===== config.mk =====
export PLATFORM = sky130hd
export DESIGN_NAME = layer_addr_gen
export DESIGN_NICKNAME = d
export VERILOG_FILES = /design/src/rtl/gpu_layer_pkg.sv /design/src/rtl/layer_addr_mult.sv /design/src/rtl/layer_addr_gen.sv
export SDC_FILE = /design/constraint.sdc
export NUM_CORES = 2
export LEC_CHECK = 0
export BUFFER_PORTS_ARGS = -buffer_cell sky130_fd_sc_hd__buf_2
export CAP_MARGIN = 20
export CELL_PAD_IN_SITES_DETAIL_PLACEMENT = 0
export CELL_PAD_IN_SITES_GLOBAL_PLACEMENT = 2
export CORE_MARGIN = 2
export CORE_UTILIZATION = 37
export DETAILED_ROUTE_END_ITERATION = 10
export GPL_TIMING_DRIVEN = 0
export PLACE_DENSITY = 0.85
export SLEW_MARGIN = 20
export SYNTH_ARGS = -nofsm -noshare
export SYNTH_HDL_FRONTEND = slang
export SYNTH_HIERARCHICAL = 1
export SYNTH_SLANG_ARGS = --single-unit

===== constraint.sdc =====
create_clock -name clk -period 7.44 [get_ports clk]
set_input_delay 0.744 -clock clk [delete_from_list [all_inputs] [get_ports clk]]
set_output_delay 0.744 -clock clk [all_outputs]
set_load 0.01 [all_outputs]

===== src/rtl/gpu_layer_pkg.sv =====
// Shared types and defaults for the layer RAM address generator.
package gpu_layer_pkg;

    typedef enum logic [1:0] {
        ST_IDLE = 2'd0,
        ST_MUL  = 2'd1,
        ST_SUM  = 2'd2,
        ST_EMIT = 2'd3
    } state_t;

    localparam logic MODE_TEXT   = 1'b0;
    localparam logic MODE_SPRITE = 1'b1;

    localparam int DEF_ADDR_W     = 32;
    localparam int DEF_DIM_W      = 16;
    localparam int DEF_FRAME_W    = 8;
    localparam int DEF_LEN_W      = 16;
    localparam int DEF_NUM_LAYERS = 4;
    localparam int DEF_CHAR_SHIFT = 1;

    function automatic int tag_width(input int n);
        return (n > 1) ? $clog2(n) : 1;
    endfunction

endpackage


===== src/rtl/layer_addr_mult.sv =====
// Sprite offset unit: registers frame*height and y*width, then presents
// frame*height*width + y*width + x combinationally for the base-address sum.
module layer_addr_mult #(
    parameter int ADDR_W  = 32,
    parameter int DIM_W   = 16,
    parameter int FRAME_W = 8
) (
    input  logic               clk,
    input  logic               rst_n,
    input  logic               load,
    input  logic [FRAME_W-1:0] frame,
    input  logic [DIM_W-1:0]   height,
    input  logic [DIM_W-1:0]   width,
    input  logic [DIM_W-1:0]   x,
    input  logic [DIM_W-1:0]   y,
    output logic [ADDR_W-1:0]  offset
);

    logic [ADDR_W-1:0] p_frame;
    logic [ADDR_W-1:0] p_row;
    logic [ADDR_W-1:0] frame_e, height_e, width_e, x_e, y_e;

    // Everything widened to ADDR_W so products wrap modulo 2^ADDR_W.
    assign frame_e  = ADDR_W'(frame);
    assign height_e = ADDR_W'(height);
    assign width_e  = ADDR_W'(width);
    assign x_e      = ADDR_W'(x);
    assign y_e      = ADDR_W'(y);

    always_ff @(posedge clk or negedge rst_n) begin
        if (!rst_n) begin
            p_frame <= '0;
            p_row   <= '0;
        end else if (load) begin
            p_frame <= frame_e * height_e;
            p_row   <= y_e * width_e;
        end
    end

    assign offset = p_frame * width_e + p_row + x_e;

endmodule


===== src/rtl/layer_addr_gen.sv =====
// Layer RAM address generator: one fetch command in, LEN word addresses out.
// Define LAYER_ADDR_BOUNDS_CHECK_EN to reject out-of-range sprite commands with an err pulse.
//
//  state | meaning
//  IDLE  | waiting for a command (cmd_ready high unless flushing)
//  MUL   | offset products being registered; bounds check when enabled
//  SUM   | base address loaded into the address register
//  EMIT  | streaming beats, addr increments on each accepted beat
module layer_addr_gen
    import gpu_layer_pkg::*;
#(
    parameter  int ADDR_W     = DEF_ADDR_W,
    parameter  int DIM_W      = DEF_DIM_W,
    parameter  int FRAME_W    = DEF_FRAME_W,
    parameter  int LEN_W      = DEF_LEN_W,
    parameter  int NUM_LAYERS = DEF_NUM_LAYERS,
    parameter  int CHAR_SHIFT = DEF_CHAR_SHIFT,
    localparam int LAYER_W    = tag_width(NUM_LAYERS)
) (
    input  logic               clk,
    input  logic               rst_n,
    input  logic               flush,
    input  logic               cmd_valid,
    output logic               cmd_ready,
    input  logic [LAYER_W-1:0] cmd_layer,
    input  logic               cmd_sprite,
    input  logic [ADDR_W-1:0]  cmd_start,
    input  logic [FRAME_W-1:0] cmd_frame,
    input  logic [DIM_W-1:0]   cmd_height,
    input  logic [DIM_W-1:0]   cmd_width,
    input  logic [DIM_W-1:0]   cmd_x,
    input  logic [DIM_W-1:0]   cmd_y,
    input  logic [DIM_W-1:0]   cmd_char,
    input  logic [LEN_W-1:0]   cmd_len,
    output logic               addr_valid,
    input  logic               addr_ready,
    output logic [ADDR_W-1:0]  addr,
    output logic [LAYER_W-1:0] addr_layer,
    output logic               addr_last,
    output logic               err
);

    state_t state_q, state_d;

    logic               sprite_q;
    logic [ADDR_W-1:0]  start_q;
    logic [FRAME_W-1:0] frame_q;
    logic [DIM_W-1:0]   height_q, width_q, x_q, y_q, char_q;
    logic [LEN_W-1:0]   remaining_q;
    logic [ADDR_W-1:0]  addr_q;
    logic [LAYER_W-1:0] layer_q;
    logic [ADDR_W-1:0]  sprite_off;
    logic [ADDR_W-1:0]  text_off;
    logic               accept;
    logic               beat_done;
    logic               bounds_fail;

    assign cmd_ready  = (state_q == ST_IDLE) & ~flush;
    assign accept     = cmd_valid & cmd_ready;
    assign addr_valid = (state_q == ST_EMIT);
    assign addr_last  = addr_valid & (remaining_q == LEN_W'(1));
    assign beat_done  = addr_valid & addr_ready & ~flush;
    assign addr       = addr_q;
    assign addr_layer = layer_q;
    assign text_off   = ADDR_W'(char_q) << CHAR_SHIFT;

`ifdef LAYER_ADDR_BOUNDS_CHECK_EN
    logic err_q;

    assign bounds_fail = (sprite_q == MODE_SPRITE) &
                         ((x_q >= width_q) | (y_q >= height_q) |
                          (width_q == '0) | (height_q == '0));

    always_ff @(posedge clk or negedge rst_n) begin
        if (!rst_n) begin
            err_q <= 1'b0;
        end else begin
            err_q <= (state_q == ST_MUL) & bounds_fail & ~flush;
        end
    end

    assign err = err_q;
`else
    assign bounds_fail = 1'b0;
    assign err         = 1'b0;
`endif

    layer_addr_mult #(
        .ADDR_W  (ADDR_W),
        .DIM_W   (DIM_W),
        .FRAME_W (FRAME_W)
    ) u_mult (
        .clk    (clk),
        .rst_n  (rst_n),
        .load   (state_q == ST_MUL),
        .frame  (frame_q),
        .height (height_q),
        .width  (width_q),
        .x      (x_q),
        .y      (y_q),
        .offset (sprite_off)
    );

    always_ff @(posedge clk or negedge rst_n) begin
        if (!rst_n) begin
            state_q <= ST_IDLE;
        end else begin
            state_q <= state_d;
        end
    end

    always_comb begin
        state_d = state_q;
        case (state_q)
            ST_IDLE: if (accept) state_d = ST_MUL;
            ST_MUL:  state_d = bounds_fail ? ST_IDLE : ST_SUM;
            ST_SUM:  state_d = ST_EMIT;
            ST_EMIT: if (addr_ready && remaining_q == LEN_W'(1)) state_d = ST_IDLE;
            default: state_d = ST_IDLE;
        endcase
        if (flush) state_d = ST_IDLE;
    end

    always_ff @(posedge clk or negedge rst_n) begin
        if (!rst_n) begin
            sprite_q    <= 1'b0;
            start_q     <= '0;
            frame_q     <= '0;
            height_q    <= '0;
            width_q     <= '0;
            x_q         <= '0;
            y_q         <= '0;
            char_q      <= '0;
            remaining_q <= '0;
            addr_q      <= '0;
            layer_q     <= '0;
        end else begin
            if (accept) begin
                sprite_q    <= cmd_sprite;
                start_q     <= cmd_start;
                frame_q     <= cmd_frame;
                height_q    <= cmd_height;
                width_q     <= cmd_width;
                x_q         <= cmd_x;
                y_q         <= cmd_y;
                char_q      <= cmd_char;
                layer_q     <= cmd_layer;
                remaining_q <= (cmd_len == '0) ? LEN_W'(1) : cmd_len;
            end
            if (state_q == ST_SUM) begin
                addr_q <= (sprite_q == MODE_TEXT) ? start_q + text_off
                                                  : start_q + sprite_off;
            end
            if (beat_done) begin
                addr_q      <= addr_q + ADDR_W'(1);
                remaining_q <= remaining_q - LEN_W'(1);
            end
        end
    end

endmodule


==> impl_metrics.csv <==
group,metric,value,unit
global_route,grt_usage,22.5,%
global_route,antenna_found_initial,8,
timing,hold_viol,0,
setup_path,crit_arrival,8.08,ns
synth,yosys_register_bits,229,
die,num_rows,115,
setup_path,startpoint_type,"register",
synth,syn_area,0.0367,mm²
timing,max_slew_margin,26.8,%
layout,post-route-util,42.3,%
layout,multiInputGateArea,0.0282,mm²
place,dp_hpwl,92400,µm
clock_tree,clockBufferDepth,3,
timing,finalSetupViolations,6,
timing,tns,-0.627,ns
die,die_width,319,µm
synth,async_flop_share,100,%
setup_path,slowest_delay,0.54,ns
routing,ant_nets,0,
clock_tree,cts_tree,"built",
timing,finalCritPeriodShare,102,%
global_route,grt_max_degree,92,
clock_tree,hold_buffers,0,
synth,yosysWarnings,6,
layout,final_nets,5231,
place,numPortBuffers,180,
die,core-area,0.0984,mm²
setup_path,path_common_cell,"fa_1",
clock_tree,clk_pin_slew_worst_paths,0.07,ns
routing,viasPerCell,5.08,
global_route,grt_pass1_vias,29400,
layout,drive_gt1_share,16.3,%
synth,ys_seq_area_share,15.6,%
setup_path,critPathSlowestCell,"fa_2",
timing,slew_viol_final,0,
timing,fin_crit,7.60,ns
routing,firstDrtPassIters,8,
die,initial_core_util,37.3,%
synth,synth-edff-count,0,
timing,fmax,0.132,GHz
setup_path,end_kind,"register",
outcome,status,"finished, violations left",
run,max_cap_violations,0,
clock_tree,cts.sinks,229,
synth,syn_inst,3944,
timing,tightest_slew,1.10,ns
timing,layout_setup_ws,-0.156,ns
timing,fin_skew,0.0338,ns
die,ios,182,
layout,regArea,0.00578,mm²
clock_tree,htreeDepth,1,
min_path,hp-class,"in2async",
synth,synth_area_per_cell,9.32,µm²
die,fp.dieArea,0.102,mm²
routing,wl,113000,µm
setup_path,crit_type,"reg2reg",
layout,n_fill_cell,9827,
synth,synth.distinct_cells,96,
clock_tree,clock-root-buffer,"clkbuf_16",
timing,rsz0062_at_grt,"yes",
layout,syn_to_final_growth,13.4,%
synth,synth.net_count,4982,
global_route,grt_pass1_wl,176000,µm
setup_path,cp.required,7.93,ns
routing,vias,28000,
setup_path,crit_fanout,6,
global_route,overflow,0,
die,die_height,319,µm
routing,drc_errors,0,
place,place.gp.congestion,0.902,
clock_tree,numCtsBuffers,29,
clock_tree,insertion_delay,0.62,ns
synth,synthFlopType,"dfrtp_1",
routing,first_iter_violations,1568,
routing,wl_per_cell,20.6,µm
outcome,violations,"setup timing",
cell families after synthesis:
| group | count (synthesis) | synth area share (%) |
|---|---|---|
| AND/OR/NAND/NOR | 1170 | 15.6 |
| adder cells (fa/ha/maj) | 894 | 42.8 |
| buffers and inverters | 870 | 9.00 |
| AO/OA/AOI/OAI | 478 | 8.69 |
| flip-flops | 229 | 15.6 |
| multiplexers | 168 | 5.13 |
| XOR/XNOR | 134 | 3.19 |
| other | 1 | 0.0102 |
routing by layer:
| metal | up-vias | share of wire [%] | GRT usage, % |
|---|---|---|---|
| li1 | 12900 | - | - |
| met5 | - | 0.036 | 0 |
| met4 | 6 | 3.2 | 5.73 |
| met3 | 154 | 5.1 | 2.68 |
| met1 | 14100 | 45 | 30.9 |
| met2 | 756 | 47 | 37.8 |
synth_stat cells (all sizes together), types with 4 or more instances:
| cell | count | area, µm² |
|---|---|---|
| a211oi | 16 | 125 |
| a21boi | 9 | 67.6 |
| a21o | 37 | 279 |
| a21oi | 133 | 684 |
| a221o | 9 | 90.1 |
| a221oi | 8 | 88.8 |
| a22oi | 4 | 30.0 |
| a31o | 5 | 43.8 |
| a31oi | 24 | 178 |
| a41oi | 5 | 51.3 |
| and2 | 351 | 2200 |
| and3 | 15 | 100 |
| buf | 10 | 57.6 |
| clkbuf | 153 | 594 |
| dfrtp | 229 | 5730 |
| fa | 606 | 12100 |
| ha | 288 | 3600 |
| inv | 707 | 2650 |
| mux2 | 162 | 1820 |
| mux2i | 6 | 60.1 |
| nand2 | 514 | 1930 |
| nand2b | 18 | 113 |
| nand3 | 40 | 210 |
| nand4 | 22 | 138 |
| nor2 | 125 | 472 |
| nor2b | 18 | 113 |
| nor3 | 27 | 145 |
| nor4 | 12 | 96.3 |
| o211ai | 7 | 52.6 |
| o21a | 21 | 160 |
| o21ai | 125 | 633 |
| o21bai | 22 | 176 |
| o221ai | 7 | 61.3 |
| o22ai | 8 | 56.3 |
| o311ai | 5 | 51.3 |
| o31a | 4 | 35.0 |
| o31ai | 6 | 72.6 |
| o41ai | 4 | 53.8 |
| or2 | 4 | 27.5 |
| or3 | 11 | 68.8 |
| xnor2 | 103 | 902 |
| xor2 | 31 | 272 |
per-stage QoR:
step / instances / hold WS [ns] / worst slack (ns) / instance area, µm²
6_report: 5503 / 0.0573 / -0.156 / 41700
5_1_grt: 5501 / 0.0848 / -0.338 / 41700
4_1_cts: 5488 / 0.0522 / -0.203 / 41200
3_5_place_dp: 5414 / 0.466 / -1.76 / 39400
3_3_place_gp: 5411 / 0.459 / -1.77 / 39300
2_1_floorplan: 3944 / 0.439 / 0.0261 / 36700
what timing repair did:
item                                    4_1_cts  5_1_grt
gates cloned                                  0        1
setup buffers                                29       14
gates resized for setup                     226      125
pin swaps                                    35       53
hold endpoints to repair                      0        0
endpoints found under the setup margin       26       12
area by class of cell:
| cell class | instances | share of cell area [%] |
|---|---|---|
| buffer | 154 | 2.62 |
| tap | 1287 | 3.87 |
| timing repair buffer | 227 | 3.20 |
| sequential | 229 | 13.9 |
| clock inverter | 15 | 0.348 |
| inverter | 707 | 6.37 |
| antenna | 2 | 0.0120 |
| clock buffer | 37 | 1.91 |
| multi-input combinational | 2845 | 67.8 |
cell usage in the layout (no fill, tap or decap), types with 11 or more instances in the layout:
cell,synthesis,final
nand2_1,514,513
xnor2_1,103,99
xor2_1,31,31
inv_1,707,703
nor2_1,124,121
o21ai_1,28,31
fa_1,606,599
a21oi_1,130,121
o21ai_0,95,88
nor3_1,25,23
nor2b_1,18,17
clkbuf_16,0,35
ha_1,288,268
a21o_1,36,35
clkbuf_1,151,66
clkbuf_4,0,16
o21a_1,19,18
nand2b_1,18,18
o21bai_1,21,20
or3_1,11,11
dfrtp_1,229,193
a211oi_1,15,11
a31oi_1,21,20
nand3_1,38,34
ha_4,0,13
buf_2,4,187
buf_4,2,55
mux2_2,162,161
and2_1,349,345
clkbuf_8,2,22
dfrtp_2,0,34
clkbuf_2,0,21
nand4_1,22,22
final timing paths:
path / startpoint / endpoint / slack [ns] / depth (start not counted)
min in group clk: cmd_len[10] / remaining_q[10] / 0.35 / 3
max in group asynchronous: rst_n / width_q[10] / 6.43 / 2
max reg2reg: width_q[5] / addr[27] / -0.16 / 33
min reg2reg: remaining_q[14] / remaining_q[14] / 0.48 / 2
max: width_q[5] / addr[27] / -0.16 / 33
min: rst_n / remaining_q[2] / 0.06 / 1
state kept, by name, indices dropped and copies added (netlist names):
name and flops:
y_q 16, u_mult/p_frame 24, state_q 2, char_q 16
remaining_q 16, start_q 32, u_mult/p_row 32, addr_layer 2
sprite_q 1, height_q 16, addr 32, x_q 16
width_q 16, frame_q 8
worst max-delay path, delay by kind of cell (launching register included):
family | cells | cell delay, ns
flops | 1 | 0.50
mux | 1 | 0.32
buf+inv | 7 | 0.77
xor+xnor | 1 | 0.14
simple gates | 6 | 0.69
compound gates | 10 | 1.73
fa+ha+maj | 8 | 3.28
Power is left out: the tool's default activity adds up to more than one toggle a clock period on the data nets, which glitch-free logic cannot reach.
